==> src/rtl/mux_scan_sequencer.sv <==
// Scan sequencer for an 8:1 data mux: walks the enabled channels in ascending order,
// waits for the mux to settle, then offers each sample on a valid/ready handshake.
module mux_scan_sequencer #(
  parameter int DW         = 3,
  parameter int SETTLE_CYC = 2
) (
  input  logic          clk,
  input  logic          rst_n,
  input  logic          start,
  input  logic [7:0]    chan_en,
  input  logic [DW-1:0] mux_y,
  output logic          s0,
  output logic          s1,
  output logic          s2,
  output logic          out_valid,
  input  logic          out_ready,
  output logic [DW-1:0] out_data,
  output logic [2:0]    out_chan,
  output logic          busy,
  output logic          done
);

  typedef enum logic [1:0] {
    IDLE   = 2'd0,
    SETTLE = 2'd1,
    OFFER  = 2'd2
  } state_t;

  localparam logic [3:0] CNT_LAST = 4'(SETTLE_CYC - 1);

  state_t        state_q, state_d;
  logic [2:0]    sel_q, sel_d;
  logic [7:0]    mask_q, mask_d;
  logic [3:0]    cnt_q, cnt_d;
  logic          out_valid_q, out_valid_d;
  logic [DW-1:0] out_data_q, out_data_d;
  logic [2:0]    out_chan_q, out_chan_d;
  logic          busy_q, busy_d;
  logic          done_q, done_d;
  logic [7:0]    higher_s;
  logic          has_next_s;
  logic          hs_s;

  function automatic logic [2:0] lowest_set(input logic [7:0] v);
    logic [2:0] idx;
    idx = 3'd0;
    for (int i = 7; i >= 0; i--) begin
      if (v[i]) idx = 3'(i);
      else      idx = idx;
    end
    return idx;
  endfunction

  // Enabled channels strictly above the current select; shifting past bit 7 yields an empty set.
  assign higher_s   = mask_q & ~((8'd2 << sel_q) - 8'd1);
  assign has_next_s = |higher_s;
  assign hs_s       = out_valid_q & out_ready;

  // State and datapath registers
  always_ff @(posedge clk or negedge rst_n) begin
    if (!rst_n) begin
      state_q     <= IDLE;
      sel_q       <= 3'd0;
      mask_q      <= 8'd0;
      cnt_q       <= 4'd0;
      out_valid_q <= 1'b0;
      out_data_q  <= '0;
      out_chan_q  <= 3'd0;
      busy_q      <= 1'b0;
      done_q      <= 1'b0;
    end else begin
      state_q     <= state_d;
      sel_q       <= sel_d;
      mask_q      <= mask_d;
      cnt_q       <= cnt_d;
      out_valid_q <= out_valid_d;
      out_data_q  <= out_data_d;
      out_chan_q  <= out_chan_d;
      busy_q      <= busy_d;
      done_q      <= done_d;
    end
  end

  // Next-state logic
  always_comb begin
    state_d = state_q;
    case (state_q)
      IDLE: begin
        if (start && (chan_en != 8'd0)) state_d = SETTLE;
        else                            state_d = IDLE;
      end
      SETTLE: begin
        if (cnt_q == CNT_LAST) state_d = OFFER;
        else                   state_d = SETTLE;
      end
      OFFER: begin
        if (hs_s) begin
          if (has_next_s) state_d = SETTLE;
          else            state_d = IDLE;
        end else begin
          state_d = OFFER;
        end
      end
      default: state_d = IDLE;
    endcase
  end

  // Output and datapath next values
  always_comb begin
    sel_d       = sel_q;
    mask_d      = mask_q;
    cnt_d       = cnt_q;
    out_valid_d = out_valid_q;
    out_data_d  = out_data_q;
    out_chan_d  = out_chan_q;
    done_d      = 1'b0;
    case (state_q)
      IDLE: begin
        if (start && (chan_en != 8'd0)) begin
          mask_d = chan_en;
          sel_d  = lowest_set(chan_en);
          cnt_d  = 4'd0;
        end else if (start) begin
          done_d = 1'b1;
        end else begin
          done_d = 1'b0;
        end
      end
      SETTLE: begin
        if (cnt_q == CNT_LAST) begin
          out_data_d  = mux_y;
          out_chan_d  = sel_q;
          out_valid_d = 1'b1;
        end else begin
          cnt_d = cnt_q + 4'd1;
        end
      end
      OFFER: begin
        if (hs_s) begin
          out_valid_d = 1'b0;
          if (has_next_s) begin
            sel_d = lowest_set(higher_s);
            cnt_d = 4'd0;
          end else begin
            done_d = 1'b1;
          end
        end else begin
          out_valid_d = out_valid_q;
        end
      end
      default: begin
        out_valid_d = 1'b0;
      end
    endcase
    busy_d = (state_d != IDLE);
  end

  assign s0        = sel_q[0];
  assign s1        = sel_q[1];
  assign s2        = sel_q[2];
  assign out_valid = out_valid_q;
  assign out_data  = out_data_q;
  assign out_chan  = out_chan_q;
  assign busy      = busy_q;
  assign done      = done_q;

endmodule

==> config.mk <==
export PLATFORM = sky130hd
export DESIGN_NAME = mux_scan_sequencer
export DESIGN_NICKNAME = d
export VERILOG_FILES = /design/src/rtl/mux_scan_sequencer.sv
export SDC_FILE = /design/constraint.sdc
export NUM_CORES = 1
export LEC_CHECK = 0
export BUFFER_PORTS_ARGS = -buffer_cell sky130_fd_sc_hd__clkbuf_2
export CORE_UTILIZATION = 50
export DETAILED_ROUTE_END_ITERATION = 6
export PLACE_DENSITY = 0.73
export SLEW_MARGIN = 20
export SYNTH_ARGS = -nofsm -noshare
export SYNTH_HDL_FRONTEND = slang
export SYNTH_SLANG_ARGS = --single-unit
==> constraint.sdc <==
create_clock -name clk -period 2.9 [get_ports clk]
set_clock_uncertainty 0.15 [all_clocks]
set_input_delay 0.58 -clock clk [delete_from_list [all_inputs] [get_ports clk]]
set_output_delay 0.58 -clock clk [all_outputs]
set_load 0.01 [all_outputs]
==> qor.yml <==
post_drt_wl_per_cell_um: 14.5
ir_drop_mv: 0.503
cp-end-kind: "register"
hpwl_um: 2160
slew_headroom: 0.319
fin_crit_sh: 0.761
cts_tree: "done"
hold_viol_final: 0
startpoint_type: "register"
avgSynthCellArea_um2: 10.1
port_buffers: 26
yosysTopAreaCell: "dfrtp_1"
clockRootBuffer: "clkbuf_4"
cts_buffers: 3
final_area_um2: 1560
num_vias: 1116
via_per_inst: 5.75
max_freq_ghz: 0.453
grt_pass1_wl_um: 4510
async_reset_ff_frac: 1.00
yosys_warnings: 0
cp_max_fo: 11
drtAntennaViolNets: 0
period_needed_ps: 2210
ys_types: 43
cp.arrival_ps: 2280
ctsLongestPathBuffers: 2
netlist_instances: 138
fin_nets: 182
grt_antenna_before_repair: 0
drive_above_1_share: 0.262
worstPathRequired_ps: 2970
synth-edff-count: 0
total_power_mw: 1.58
coreArea_um2: 2540
die-height_um: 54.8
initialDrtViolationCount: 29
cts.htree.levels: 1
syn_to_final_growth_pct: 12.2
status: "finished, final reports clean"
synth_seq_area_share: 0.449
netlist_area_um2: 1390
synth_commonest_cells: "dfrtp_1, nand2_1, nor2_1, inv_1"
start_util: 0.547
ys_ff_latch: 25
rsz0062_at_grt: "false"
firstDrtPassIters: 4
hold_class: "in -> async"
cts_resized: 0
path_class: "reg -> reg"
rows: 18
antenna_cells: 0
clkTransAtPathRegs_ps: 140
cts_hold_buf: 0
grt-ovfl-total: 0
drc: 0
gp_congestion: 0.929
setup_viol: 0
placed_cell_area_um2: 1540
worstMarginPinSlew_ps: 1020
fin_tns_setup_ps: 0
yosysMostFrequentCell: "dfrtp_1"
syn_nets: 155
dieArea_um2: 3000
slew_viol_final: 0
grt_max_degree: 26
total_leakage_power_nw: 0.742
p_per_area_nw_per_um2: 1010
totalWireLength_um: 2810
max_cap_viol_count: 0
grt_pass1_vias: 980
synth_area_leaders: "dfrtp_1, mux2_4, nand2_1"
top_level_ports: 27
cts_setup_buffers: 0
synth_top_area_frac: 0.449
clkLatencyLatePin_ps: 320
cts_num_sinks: 25
synth_flop_cell: "dfrtp_1"
grt_util_all_layers: 0.221
fp.dieW_um: 54.8
-- worst paths after layout --
kind,end,slack [ps],cells past startpoint,from
setup / recovery,sel_q[1]$_DFFE_PN0P_,690,5,state_q[1]$_DFF_PN0_
hold / removal,out_chan[0]$_DFFE_PN0P_,80,1,rst_n
setup reg to reg,sel_q[1]$_DFFE_PN0P_,690,5,state_q[1]$_DFF_PN0_
hold reg to reg,out_chan[0]$_DFFE_PN0P_,350,2,out_chan[0]$_DFFE_PN0P_
max in group asynchronous,cnt_q[2]$_DFFE_PN0P_,2120,1,rst_n
min in group clk,out_data[2]$_DFFE_PN0P_,310,2,mux_y[2]
-- sequential cells by signal, indices dropped and copies added (netlist names) --
name / flops
mask_q: 7
cnt_q: 4
out_chan: 3
out_data: 3
sel_q: 3
state_q: 2
busy: 1
done: 1
out_valid: 1
-- cell usage in the layout (no fill, tap or decap), drive strengths merged --
master	netlist	routed
dfrtp	25	25
nor2b	5	5
or3b	1	1
and3	1	1
a22oi	1	1
o41ai	2	2
nand2b	4	4
a22o	1	1
and2b	1	1
nor2	10	10
nand4	2	2
ha	2	2
o32a	1	1
a41oi	1	1
o32ai	1	1
or4	2	2
o21a	2	2
nor3b	2	2
xor2	2	2
o211ai	1	1
mux2i	3	3
o31ai	1	1
nand2	13	13
clkbuf	1	29
inv	8	8
mux2	10	10
a31o	1	1
a21oi	6	6
a31oi	1	1
o21bai	2	2
nand3	4	4
o21ai	10	10
o2bb2ai	1	1
clkinv	0	1
a21o	1	1
nor3	6	6
-- where the power goes --
group	switching [mW]	leakage, nW	internal [mW]
clock	0.109	0.0177	0.0517
sequential	0.175	0.310	0.499
combinational	0.381	0.415	0.360
total	0.666	0.742	0.910
-- per-stage QoR --
step / std cells / worst slack, ps / utilization / hold WS [ps]
global placement: 190 / 500 / 0.603 / 311
CTS: 194 / 692 / 0.614 / 105
floorplan: 138 / 861 / - / 134
detailed placement: 190 / 461 / 0.603 / 330
finish: 194 / 693 / 0.614 / 84.1
global route: 194 / 539 / 0.614 / 124
-- metal layers --
metal  vias up  part of all wire  track usage
met5         -                 0            0
li1        546                 -            -
met2        33              0.47        0.333
met4         0             0.015       0.0897
met1       533              0.46        0.317
met3         4             0.053       0.0278
-- logic make-up after synthesis --
logic type / synth area share
AND/OR/NAND/NOR: 0.192
XOR/XNOR: 0.0126
AO/OA/AOI/OAI: 0.170
adder cells (fa/ha/maj): 0.0180
buffers and inverters: 0.0395
flip-flops: 0.449
multiplexers: 0.119
-- critical path, stage by stage (launching register included) --
cell and delay (ps):
dfrtp_1 470, nor2_1 130, nand2_1 80, nor2_1 780
nor2_2 150, mux2_1 350
-- final cells by class --
type	count	area, µm²
clock buffer	3	22.5
clock inverter	1	5.00
fill	227	982
inverter	8	30.0
multi-input combinational	101	712
sequential	25	626
tap	30	37.5
timing repair buffer	26	130
Power figures use the tool's default switching activity.
